`config.mk`:
```
export PLATFORM = sky130hd
export DESIGN_NAME = mips_bus_arbiter
export DESIGN_NICKNAME = d
export VERILOG_FILES = /design/src/rtl/mips_bus_arbiter.sv
export SDC_FILE = /design/constraint.sdc
export NUM_CORES = 1
export LEC_CHECK = 0
export ABC_AREA = 1
export BUFFER_PORTS_ARGS = -buffer_cell sky130_fd_sc_hd__buf_2
export CAP_MARGIN = 5
export CORE_MARGIN = 4
export CORE_UTILIZATION = 42
export DETAILED_ROUTE_END_ITERATION = 6
export PLACE_DENSITY = 0.8
export REMOVE_ABC_BUFFERS = 1
export SYNTH_ARGS = -nofsm -noshare
export SYNTH_HDL_FRONTEND = slang
export SYNTH_SLANG_ARGS = --single-unit
```
`constraint.sdc`:
```
create_clock -name clk -period 1.3 [get_ports clk]
set_input_delay 0.065 -clock clk [delete_from_list [all_inputs] [get_ports clk]]
set_output_delay 0.065 -clock clk [all_outputs]
set_load 0.01 [all_outputs]
```
`src/rtl/mips_bus_arbiter.sv`:
```
`default_nettype none
// ============================================================================
// Module   : mips_bus_arbiter
// Purpose  : Round-robin arbiter multiplexing CHANNELS requesters onto a single
//            registered Avalon-style memory bus, one transaction at a time.
// Revision : 1.0 - initial release
// ============================================================================
module mips_bus_arbiter #(
  parameter int CHANNELS = 2,
  parameter int ADDR_W   = 32,
  parameter int DATA_W   = 32,
  localparam int BE_W    = DATA_W / 8,
  localparam int GRANT_W = (CHANNELS > 1) ? $clog2(CHANNELS) : 1
) (
  input  logic                       clk,
  input  logic                       reset,
  input  logic [CHANNELS-1:0]        ch_req,
  input  logic [CHANNELS-1:0]        ch_write,
  input  logic [CHANNELS*ADDR_W-1:0] ch_address,
  input  logic [CHANNELS*DATA_W-1:0] ch_writedata,
  input  logic [CHANNELS*BE_W-1:0]   ch_byteenable,
  output logic [CHANNELS-1:0]        ch_ready,
  output logic [DATA_W-1:0]          ch_readdata,
  output logic [GRANT_W-1:0]         grant,
  output logic                       busy,
  output logic [ADDR_W-1:0]          address,
  output logic                       read,
  output logic                       write,
  output logic [DATA_W-1:0]          writedata,
  output logic [BE_W-1:0]            byteenable,
  input  logic                       waitrequest,
  input  logic [DATA_W-1:0]          readdata
);

  localparam int                 c_lane_bits = (BE_W > 1) ? $clog2(BE_W) : 0;
  localparam logic [ADDR_W-1:0]  c_addr_mask = {ADDR_W{1'b1}} << c_lane_bits;
  localparam logic [GRANT_W-1:0] c_last_rst  = GRANT_W'(CHANNELS - 1);

  typedef enum logic [1:0] {
    S_IDLE  = 2'd0,
    S_ISSUE = 2'd1,
    S_RDATA = 2'd2,
    S_RESP  = 2'd3
  } state_t;

  state_t               r_state, w_state_n;
  logic [GRANT_W-1:0]   r_last_grant, w_last_grant_n;
  logic                 r_wr, w_wr_n;

  logic                 w_found;
  logic [GRANT_W-1:0]   w_win;
  logic                 w_sel_wr;
  logic [ADDR_W-1:0]    w_sel_addr;
  logic [DATA_W-1:0]    w_sel_wdata;
  logic [BE_W-1:0]      w_sel_be;

  logic                 w_read_n, w_write_n, w_busy_n, w_ready_set;
  logic [ADDR_W-1:0]    w_address_n;
  logic [DATA_W-1:0]    w_writedata_n, w_readdata_n;
  logic [BE_W-1:0]      w_byteenable_n;
  logic [GRANT_W-1:0]   w_grant_n;
  logic [CHANNELS-1:0]  w_ready_n;

  // Search begins one past the previous winner so every requester is served in turn.
  always_comb begin
    int idx;
    w_found = 1'b0;
    w_win   = '0;
    idx     = 0;
    for (int off = 1; off <= CHANNELS; off++) begin
      idx = int'(r_last_grant) + off;
      if (idx >= CHANNELS) idx = idx - CHANNELS;
      if (!w_found && ch_req[idx]) begin
        w_found = 1'b1;
        w_win   = idx[GRANT_W-1:0];
      end
    end
  end

  assign w_sel_wr    = ch_write[w_win];
  assign w_sel_addr  = ch_address[int'(w_win)*ADDR_W +: ADDR_W];
  assign w_sel_wdata = ch_writedata[int'(w_win)*DATA_W +: DATA_W];
  assign w_sel_be    = ch_byteenable[int'(w_win)*BE_W +: BE_W];

  always_comb begin
    w_state_n      = r_state;
    w_last_grant_n = r_last_grant;
    w_wr_n         = r_wr;
    w_read_n       = read;
    w_write_n      = write;
    w_address_n    = address;
    w_writedata_n  = writedata;
    w_byteenable_n = byteenable;
    w_grant_n      = grant;
    w_readdata_n   = ch_readdata;
    w_ready_set    = 1'b0;
    w_ready_n      = '0;

    case (r_state)
      S_IDLE: begin
        if (w_found) begin
          w_grant_n      = w_win;
          w_last_grant_n = w_win;
          w_wr_n         = w_sel_wr;
          w_address_n    = w_sel_addr & c_addr_mask;
          w_writedata_n  = w_sel_wdata;
          w_byteenable_n = w_sel_be;
          // An empty byte mask completes without touching the bus.
          if (w_sel_be == '0) begin
            w_state_n   = S_RESP;
            w_ready_set = 1'b1;
          end else begin
            w_state_n = S_ISSUE;
            w_read_n  = ~w_sel_wr;
            w_write_n = w_sel_wr;
          end
        end
      end
      S_ISSUE: begin
        if (!waitrequest) begin
          w_read_n  = 1'b0;
          w_write_n = 1'b0;
          if (r_wr) begin
            w_state_n   = S_RESP;
            w_ready_set = 1'b1;
          end else begin
            w_state_n = S_RDATA;
          end
        end
      end
      S_RDATA: begin
        w_readdata_n = readdata;
        w_state_n    = S_RESP;
        w_ready_set  = 1'b1;
      end
      S_RESP: begin
        w_state_n = S_IDLE;
      end
      default: begin
        w_state_n = S_IDLE;
      end
    endcase

    if (w_ready_set) begin
      for (int i = 0; i < CHANNELS; i++) begin
        w_ready_n[i] = (w_grant_n == i[GRANT_W-1:0]);
      end
    end
    w_busy_n = (w_state_n != S_IDLE);
  end

  always_ff @(posedge clk) begin
    if (!reset) begin
      r_state      <= S_IDLE;
      r_last_grant <= c_last_rst;
      r_wr         <= 1'b0;
      read         <= 1'b0;
      write        <= 1'b0;
      address      <= '0;
      writedata    <= '0;
      byteenable   <= '0;
      ch_ready     <= '0;
      ch_readdata  <= '0;
      grant        <= '0;
      busy         <= 1'b0;
    end else begin
      r_state      <= w_state_n;
      r_last_grant <= w_last_grant_n;
      r_wr         <= w_wr_n;
      read         <= w_read_n;
      write        <= w_write_n;
      address      <= w_address_n;
      writedata    <= w_writedata_n;
      byteenable   <= w_byteenable_n;
      ch_ready     <= w_ready_n;
      ch_readdata  <= w_readdata_n;
      grant        <= w_grant_n;
      busy         <= w_busy_n;
    end
  end

endmodule
`default_nettype wire

```
==> results.ini, run 1 <==
[yosys]
synth_area_leader_cell = dfxtp_1
synthDominantCellAreaShare_pct = 49.6
synth_most_common_cell = nand2_1
yosysSeqAreaShare_pct = 49.6
synth_edf_count = 0
netlist_instances = 578
syn_avg_cell_area_um2 = 7.54
ys_types = 21
ys_warn_count = 0
synthFlopType = dfxtp_1
synth.area.top_cells = dfxtp_1 (50%), nand2_1 (13%), a31oi_1 (9.6%)
synth_area_um2 = 4360
synth_common_cells = nand2_1 (150), dfxtp_1 (108), o21ai_0 (73)
synthArstFlopShare_pct = 0
ys_ff_latch = 108

[global_route]
grt-busiest-layer = met2
grt_pass1_vias = 6203
grt.overflow.total = 0
grt_start_max_net_pins = 65
grt_pass1_wl_mm = 30.3
antenna_found_initial = 5
met1_usage_pct = 34.5
grt_usage_pct = 32.2
met3_usage_pct = 9.86
use_met2_pct = 55.1

[drt]
finalWirelength_mm = 22.4
wl_per_cell_um = 19.3
drtIter0Drc = 728
vias_per_cell = 5.58
first_pass_iters = 5
vias = 6462
drcViolationCount = 0
drtAntennaViolNets = 0

[placed_design]
io_buffer_count = 274
dp_hpwl_mm = 10.2
gp_congestion = 0.813

[timing]
worst_slack_ns = -0.0657
max_freq_mhz = 732
slew_viol_final = 0
period_share_pct = 105
timing.final.crit_period_ns = 1.37
setup_violations = 2
finalHoldViolCount = 0
holdWs_ns = 0.0480
grt_setup_unrepaired = yes
final.setup.tns_ns = -0.0669
finalClockSkew_ns = 0.00643

[final_layout]
nFillCells = 583
regArea_um2 = 2170
drive_gt1_share_pct = 35.6
fin_util_pct = 81.3
multi_input_area_um2 = 2000
area_delta_synth_final_pct = 85.7
nNetsFinal = 1189

[floorplanning]
core_um2 = 9950
design.die.area_um2 = 12100
die_w_um = 110
rows = 36
initial_core_util_pct = 43.8
die_y_um = 110
io_pins = 281

[clocking]
cts_root_buf = clkbuf_8
worstSkewPairLatency_ns = 0.35
cts_tree = done
clock_path_buffers = 2
htreeDepth = 3
cts_buffers = 9
cts_sinks = 108
clk_pin_slew_ns = 0.10

[worst_setup_path]
crit_path_frequent_cell = buf_12
worst_setup_path_start_kind = flop
crit_path_max_incr_delay_ns = 0.37
worstSetupEndpointType = flop
worstPathArrival_ns = 1.60
crit_path_max_fanout = 10
r2r_slack_ns = -0.07
required_ns = 1.53
cp.depth = 7
criticalPathCategory = reg2reg
slowest_stage = dfxtp_2
reg2regPathDepth = 7
critPathBufInv = 3
path_cells = nor2_4, nand2_2, clkinv_4, buf_12, buf_12, o21ai_1, a31oi_2
critPathTopFamily = buffers and inverters

[pwr]
powerDensity_nw_per_um2 = 1170
fin_total_pwr_w = 0.00945
p_leak_nw = 3.90
peakVddDrop_v = 0.000572

[run_status]
status = complete, but fails checks
violations = setup timing

[flow_run]
max-cap-violations = 0

[min_path]
min_delay_path_depth = 3
hold_path.class = in2reg

[routing by layer]
metal,up-vias,part of all wire [%]
li1,2829,-
met1,2900,33
met2,580,48
met3,153,13
met4,0,6.7
met5,-,0
[path summary, 6_finish.rpt]
| check | to | from |
|---|---|---|
| min reg2reg | ch_readdata[29] | ch_readdata[29] |
| max | address[22] | r_state[0] |
| min | r_wr | ch_write[1] |
| max reg2reg | address[22] | r_state[0] |
[layout make-up]
type | instances | area share (%)
antenna | 6 | 0.186
clock buffer | 11 | 1.62
clock inverter | 5 | 0.464
inverter | 14 | 0.742
multi-input combinational | 411 | 24.8
sequential | 108 | 26.8
tap | 133 | 2.06
timing repair buffer | 470 | 43.4
[kinds of logic (layout without fill, tap and decap cells)]
kind of cell	after synthesis	in the layout	synth area share, %
buf+inv	60	500	7.26
compound gates	175	175	22.1
flops	108	108	49.6
other cells	1	8	0.0861
simple gates	234	234	20.9
[worst register-to-register path, cell delays in order (launching register included)]
cell and delay (ns):
dfxtp_2 0.37, nor2_4 0.05, nand2_2 0.09, clkinv_4 0.09, buf_12 0.15, buf_12 0.14, o21ai_1 0.25, a31oi_2 0.10
[cells in the final DEF, fill, tap and decap left out, types with 11 or more instances in the layout]
cell type        n
nor2_1          67
buf_2          274
o21ai_0         50
o21ai_1         47
dlygate4sd3_1  158
a31oi_1         62
dfxtp_1        105
nand2_2         11
buf_12          11
buf_4           18
nand2_1        139
[repair_timing]
item,in CTS,in global routing
hold buffers,158,0
gates cloned,0,7
pin swaps,1,10
setup buffers,0,7
resized for setup,3,66
endpoints found under the setup margin,48,100
endpoints found under the hold margin,95,0
[metrics by stage]
step / cells / setup WS [ns] / area (um2)
floorplan: 533 / -0.847 / 4100
CTS: 1138 / -0.00287 / 7700
finish: 1158 / -0.0657 / 8090
detailed placement: 964 / -0.0865 / 5940
global route: 1157 / -0.117 / 8090
global placement: 964 / -0.0461 / 5940
[registers in the layout, indices dropped and copies added, names as in the netlist]
register      count
writedata        32
address          30
ch_readdata      32
r_last_grant      1
byteenable        4
write             1
r_state           2
ch_ready          2
read              1
busy              1
r_wr              1
grant             1
[power by group]
group	leakage, nW	switching (W)	internal [W]
Combinational	2.92	0.00186	0.00165
Clock	0.0800	0.00116	0.000709
Sequential	0.892	0.000283	0.00380
Total	3.90	0.00330	0.00615
No activity file was read; power rests on OpenSTA's default activity.
==> run 2: changes to the inputs <==
- MAX_ROUTING_LAYER: unset -> met4
- REMOVE_ABC_BUFFERS: 1 -> unset
==> run 2 against run 1 <==
Design area down 1.0%. Total power is 0.37% lower. Fmax fell by 0.47%. First-iteration DRC count down 2.6%. Utilization down 0.83 points. Critical endpoint is now read. Sequential share of layout area rose by 0.28 points. Non-clock buffer count down 6. The run still ends with setup timing left. Flip-flop and latch count is the same. Worst setup slack worse by 0.0064 ns.
==> results.ini, run 2 (same netlist as run 1, synthesis figures left out) <==
[run_status]
status = complete, but fails checks
violations = setup timing

[clocking]
cts_buffers = 9  ; unchanged
cts_root_buf = clkbuf_8
cts_tree = done
cts_sinks = 108  ; unchanged
worstSkewPairLatency_ns = 0.38  ; +0.03 ns
clk_pin_slew_ns = 0.13  ; +0.03 ns
clock_path_buffers = 2  ; unchanged
htreeDepth = 3  ; unchanged

[final_layout]
nFillCells = 556  ; -4.6%
nNetsFinal = 1184  ; -0.42%
fin_cells = 1150  ; -0.69%
reg_top3 = ch_readdata x32, writedata x32, address x30
regArea_um2 = 2170  ; unchanged
mostFrequentLayoutCells = buf_2 (274), dlygate4sd3_1 (161), nand2_1 (140)
area_delta_synth_final_pct = 83.8
final_common_cell = buf_2
multi_input_area_um2 = 2000  ; -0.44%
drive_gt1_share_pct = 34.3  ; -1.3 points

[pwr]
peakVddDrop_v = 0.000752  ; +32%
p_leak_nw = 3.87  ; -0.57%
powerDensity_nw_per_um2 = 1180  ; +0.66%

[timing]
holdWs_ns = 0.0195  ; -0.0286 ns
final.setup.tns_ns = -0.425  ; -0.358 ns
worst_slack_ns = -0.0721  ; -0.00642 ns
finalClockSkew_ns = 0.0267  ; +0.0203 ns
slew_viol_final = 0  ; unchanged
grt_setup_unrepaired = yes
finalHoldViolCount = 0  ; unchanged
setup_violations = 15  ; +13
max_freq_mhz = 729  ; -0.47%
period_share_pct = 106  ; +0.49 points
timing.final.crit_period_ns = 1.37  ; +0.00642 ns

[worst_setup_path]
worst_setup_path_start_kind = flop
crit_end = read
crit_path_max_fanout = 7  ; -3
r2r_slack_ns = -0.07  ; about the same
reg2regPathDepth = 10  ; +3
crit_start = r_last_grant
worstPathArrival_ns = 1.63  ; +0.03 ns
required_ns = 1.56  ; +0.03 ns
criticalPathCategory = reg2reg
r2r_end = read
r2r_start = r_last_grant
worstSetupEndpointType = flop

[drt]
drtIter0Drc = 709  ; -2.6%
drtAntennaViolNets = 0  ; unchanged
vias_per_cell = 5.43  ; -2.7%
vias = 6241  ; -3.4%
first_pass_iters = 5  ; unchanged
drcViolationCount = 0  ; unchanged
wl_per_cell_um = 18.2  ; -5.6%
finalWirelength_mm = 21.0  ; -6.2%

[placed_design]
io_buffer_count = 274  ; unchanged
dp_hpwl_mm = 10.1  ; -1.2%
gp_congestion = 0.828  ; +1.9%
dp.cells = 959  ; -0.52%

[floorplanning]
initial_core_util_pct = 43.8  ; unchanged
io_pins = 281  ; unchanged
die_y_um = 110  ; unchanged
core_um2 = 9950  ; unchanged
design.die.area_um2 = 12100  ; unchanged
die_w_um = 110  ; unchanged
rows = 36  ; unchanged

[global_route]
antenna_found_initial = 2  ; -3
grt_pass1_vias = 5910  ; -4.7%
grt_start_max_net_pins = 60  ; -7.7%
grt_usage_pct = 31.6  ; -0.63 points
grt_pass1_wl_mm = 29.0  ; -4.1%
grt.overflow.total = 0  ; unchanged

[min_path]
hold_path.class = in2reg

[flow_run]
max-cap-violations = 0  ; unchanged

## run 2: cell count changes in the layout (fill, tap and decap cells not counted), sizes merged
cell / change
buf: -7
clkbuf: -4
inv: +4
diode: -3
dlygate4sd3: +3
clkinv: -1
## run 2: cell type report
cell class | count | share of cell area [%]
well taps | 133 | 2.08
repair buffers | 464 | 42.8
repair inverters | 1 | 0.109
clock inverters | 7 | 0.703
inverters | 14 | 0.750
multi-input cells | 411 | 24.9
flip-flops and latches | 108 | 27.0
clock buffers | 9 | 1.55
diodes | 3 | 0.0937
## run 2: where the power goes
| part | total [W] | switching, W | leakage [nW] | internal [W] |
|---|---|---|---|---|
| registers | 0.00407 | 0.000275 | 0.892 | 0.00380 |
| clock network | 0.00198 | 0.00125 | 0.0895 | 0.000727 |
| logic | 0.00337 | 0.00180 | 2.89 | 0.00157 |
## run 2: what timing repair did
| item | CTS | global route |
|---|---|---|
| pin swaps | 1 | 9 |
| hold buffers | 161 | 0 |
| buffers inserted | 0 | 4 |
| gates resized for setup | 4 | 40 |
| cloned | 1 | 6 |
| endpoints found under the hold margin | 97 | 0 |
| setup endpoints to repair | 5 | 104 |
## run 2: worst max-delay path, stage by stage, from the launching register on
cell and delay (ns):
dfxtp_2 0.36, nand2_4 0.10, nand2_8 0.09, nand2_2 0.11, nand2_2 0.09, nor2_4 0.14
nand3_2 0.12, nand2_2 0.10, nand2_1 0.05, nand2_1 0.05, nor2_1 0.04
## run 2: metal layers
metal	part of all wire [%]	track usage (%)
met3	10	9.92
met5	0	-
met4	6.3	20.7
met2	48	49.7
met1	35	34.2
## run 2: per-stage QoR
step                      total power (W)  util [%]  worst slack (ns)  cell area, um2
after floorplan                   0.00546         -             0.112            4360
after global placement            0.00644      58.8            0.0346            5850
after detailed placement          0.00647      58.8           -0.0125            5850
after CTS                         0.00885      77.3           0.00502            7690
after global routing              0.00987      80.5            -0.145            8010
final                             0.00942      80.5           -0.0721            8010
## run 2: worst min-delay path by stage
stage / start / endpoint / slack, ns / depth (start not counted)
after detailed placement: readdata[5] / ch_readdata[5] / 0.32 / 3
after floorplan: ch_writedata[20] / writedata[20] / 0.22 / 2
after global routing: ch_byteenable[6] / byteenable[2] / 0.03 / 3
after CTS: ch_byteenable[6] / byteenable[2] / 0.005 / 3
after global placement: readdata[9] / ch_readdata[9] / 0.31 / 3
final: ch_byteenable[6] / byteenable[2] / 0.02 / 3
==> run 3: changes to the inputs <==
- BUFFER_PORTS_ARGS: -buffer_cell sky130_fd_sc_hd__buf_2 -> -buffer_cell sky130_fd_sc_hd__clkbuf_2
==> run 3 against run 2 <==
The flow still finishes with violations (setup timing). Non-clock buffer count fell by 3. Clock-buffer cell count rose by 1. Global-route usage barely moved. First-iteration DRC count fell by 36%. Sequential power barely moved. Final cell count fell by 0.52%. Sequential share of layout area rose by 0.24 points. Register-to-register slack barely moved. Largest cell class unchanged.
==> results.ini, run 3 (same netlist as run 1, synthesis figures left out) <==
[pwr]
p_seq_share_pct = 44.1  ; +0.9 points
fin_total_pwr_w = 0.00928  ; -1.5%
powerDensity_nw_per_um2 = 1170  ; -0.63%
p_int_w = 0.00602  ; -1.3%
peakVddDrop_v = 0.000660  ; -12%
p_sw_w = 0.00326  ; -2.0%
clkPwrFrac_pct = 20.6  ; -0.4 points
p_leak_nw = 3.81  ; -1.6%
power_frac_comb_pct = 35.3  ; -0.5 points
p_sw_share_pct = 35.1  ; -0.16 points

[timing]
final.setup.tns_ns = -0.181  ; +0.244 ns
slew_viol_final = 0  ; unchanged
setup_violations = 3  ; -12
period_share_pct = 106  ; +0.26 points
max_freq_mhz = 727  ; -0.24%
finalClockSkew_ns = 0.0154  ; -0.0113 ns
finalHoldViolCount = 0  ; unchanged
holdWs_ns = 0.0436  ; +0.0241 ns
timing.final.crit_period_ns = 1.38  ; +0.00332 ns
grt_setup_unrepaired = yes
worst_slack_ns = -0.0754  ; -0.00332 ns

[global_route]
grt_pass1_vias = 6016  ; +1.8%
grt_pass1_wl_mm = 29.1  ; +0.24%
grt.overflow.total = 0  ; unchanged
grt_start_max_net_pins = 63  ; +5.0%
grt_usage_pct = 31.5  ; -0.044 points
antenna_found_initial = 0  ; -2

[floorplanning]
die_w_um = 110  ; unchanged
initial_core_util_pct = 43.8  ; unchanged
design.die.area_um2 = 12100  ; unchanged
io_pins = 281  ; unchanged
die_y_um = 110  ; unchanged
core_um2 = 9950  ; unchanged
rows = 36  ; unchanged

[placed_design]
place_area_um2 = 5850  ; unchanged
post-place-ws_ns = 0.0121  ; +0.0246 ns
gp_congestion = 0.849  ; +2.6%
dp_hpwl_mm = 10.1  ; about the same
io_buffer_count = 274  ; unchanged

[final_layout]
nFillCells = 574  ; +3.2%
drive_gt1_share_pct = 34.0  ; -0.29 points
nNetsFinal = 1181  ; -0.25%
mostFrequentLayoutCells = clkbuf_2 (274), dlygate4sd3_1 (162), nand2_1 (143)
num_antenna_cells = 0  ; -3
area_delta_synth_final_pct = 82.2
reg_top3 = ch_readdata x32, writedata x32, address x30
fin_area_um2 = 7940  ; -0.89%
final_common_cell = clkbuf_2

[worst_setup_path]
slowest_stage = dfxtp_2
crit_path_max_incr_delay_ns = 0.35  ; about the same
critPathTopFamily = simple AND/OR/NAND/NOR gates
cp.depth = 9  ; -1
worstPathArrival_ns = 1.68  ; +0.05 ns
path_cells = nand2_4, nand2_8, nand2_1, nand2_2, nor2_4, nand3_2, nand2_2, nand2_1, a21oi_2
crit_path_max_fanout = 7  ; unchanged
required_ns = 1.60  ; +0.04 ns
worst_setup_path_start_kind = flop
criticalPathCategory = reg2reg
reg2regPathDepth = 9  ; -1
critPathBufInv = 0  ; unchanged
worstSetupEndpointType = flop

[min_path]
min_delay_path_depth = 3  ; unchanged
hold_path.class = in2reg

[drt]
first_pass_iters = 5  ; unchanged
drtAntennaViolNets = 0  ; unchanged
finalWirelength_mm = 20.8  ; -0.61%
vias = 6170  ; -1.1%
wl_per_cell_um = 18.2  ; about the same
drcViolationCount = 0  ; unchanged
drtIter0Drc = 452  ; -36%
vias_per_cell = 5.39  ; -0.62%

[clocking]
cts_tree = done
clk_pin_slew_ns = 0.11  ; -0.02 ns
clock_path_buffers = 2  ; unchanged
htreeDepth = 3  ; unchanged
cts_sinks = 108  ; unchanged
worstSkewPairLatency_ns = 0.37  ; about the same
cts_root_buf = clkbuf_8
cts_buffers = 9  ; unchanged

[flow_run]
max-cap-violations = 0  ; unchanged

[run_status]
status = complete, but fails checks
violations = setup timing

-- run 3: changes by cell type in the layout (fill, tap and decap cells not counted), sizes merged --
cell	change
inv	-1
diode	-3
bufbuf	+1
clkbuf	+273
buf	-277
dlygate4sd3	+1
-- run 3: final timing paths --
check	startpoint	to	slack, ns
setup / recovery	r_last_grant	write	-0.08
hold / removal	ch_write[1]	r_wr	0.04
setup reg to reg	r_last_grant	write	-0.08
hold reg to reg	ch_readdata[16]	ch_readdata[16]	0.49
-- run 3: layout make-up --
type                            instances  area [um2]  share of cell area [%]
Clock buffer                           10         128                    1.61
Clock inverter                          6        46.3                   0.583
Inverter                               14        62.6                   0.788
Multi-Input combinational cell        411        2000                    25.1
Sequential cell                       108        2170                    27.3
Tap cell                              133         166                    2.10
Timing Repair Buffer                  461        3370                    42.4
Timing Repair inverter                  1        6.26                  0.0788
-- run 3: timing repair --
item | CTS | global route
cloned | 1 | 4
endpoints found under the hold margin | 97 | 0
setup buffers | 0 | 2
hold buffers | 162 | 0
pin swaps | 1 | 9
endpoints found under the setup margin | 3 | 103
resized for setup | 3 | 43
-- run 3: power groups by stage --
| stage | combinational [W] | sequential (W) | clock, W |
|---|---|---|---|
| 3_3_place_gp | 0.00236 | 0.00409 | 0 |
| 6_report | 0.00327 | 0.00409 | 0.00191 |
| 5_1_grt | 0.00350 | 0.00414 | 0.00206 |
| 3_5_place_dp | 0.00238 | 0.00411 | 0 |
| 2_1_floorplan | 0.00116 | 0.00431 | 0 |
| 4_1_cts | 0.00284 | 0.00404 | 0.00194 |
-- run 3: worst register-to-register path: stages (launching register included) --
cell,delay [ns]
dfxtp_2,0.35
nand2_4,0.09
nand2_8,0.09
nand2_1,0.14
nand2_2,0.09
nor2_4,0.14
nand3_2,0.12
nand2_2,0.09
nand2_1,0.07
a21oi_2,0.13
-- run 3: per-layer routing --
metal	GRT usage, %	routed length, um	vias up
met3	8.16	2100	93
met2	54.9	10400	447
met4	15.5	960	0
li1	-	-	2807
met1	32.9	7380	2823
met5	-	0	-
-- run 3: through the flow --
step           std cells  util [%]
2_1_floorplan        579         -
3_3_place_gp         959      58.8
3_5_place_dp         959      58.8
4_1_cts             1138      77.3
5_1_grt             1144      79.8
6_report            1144      79.8
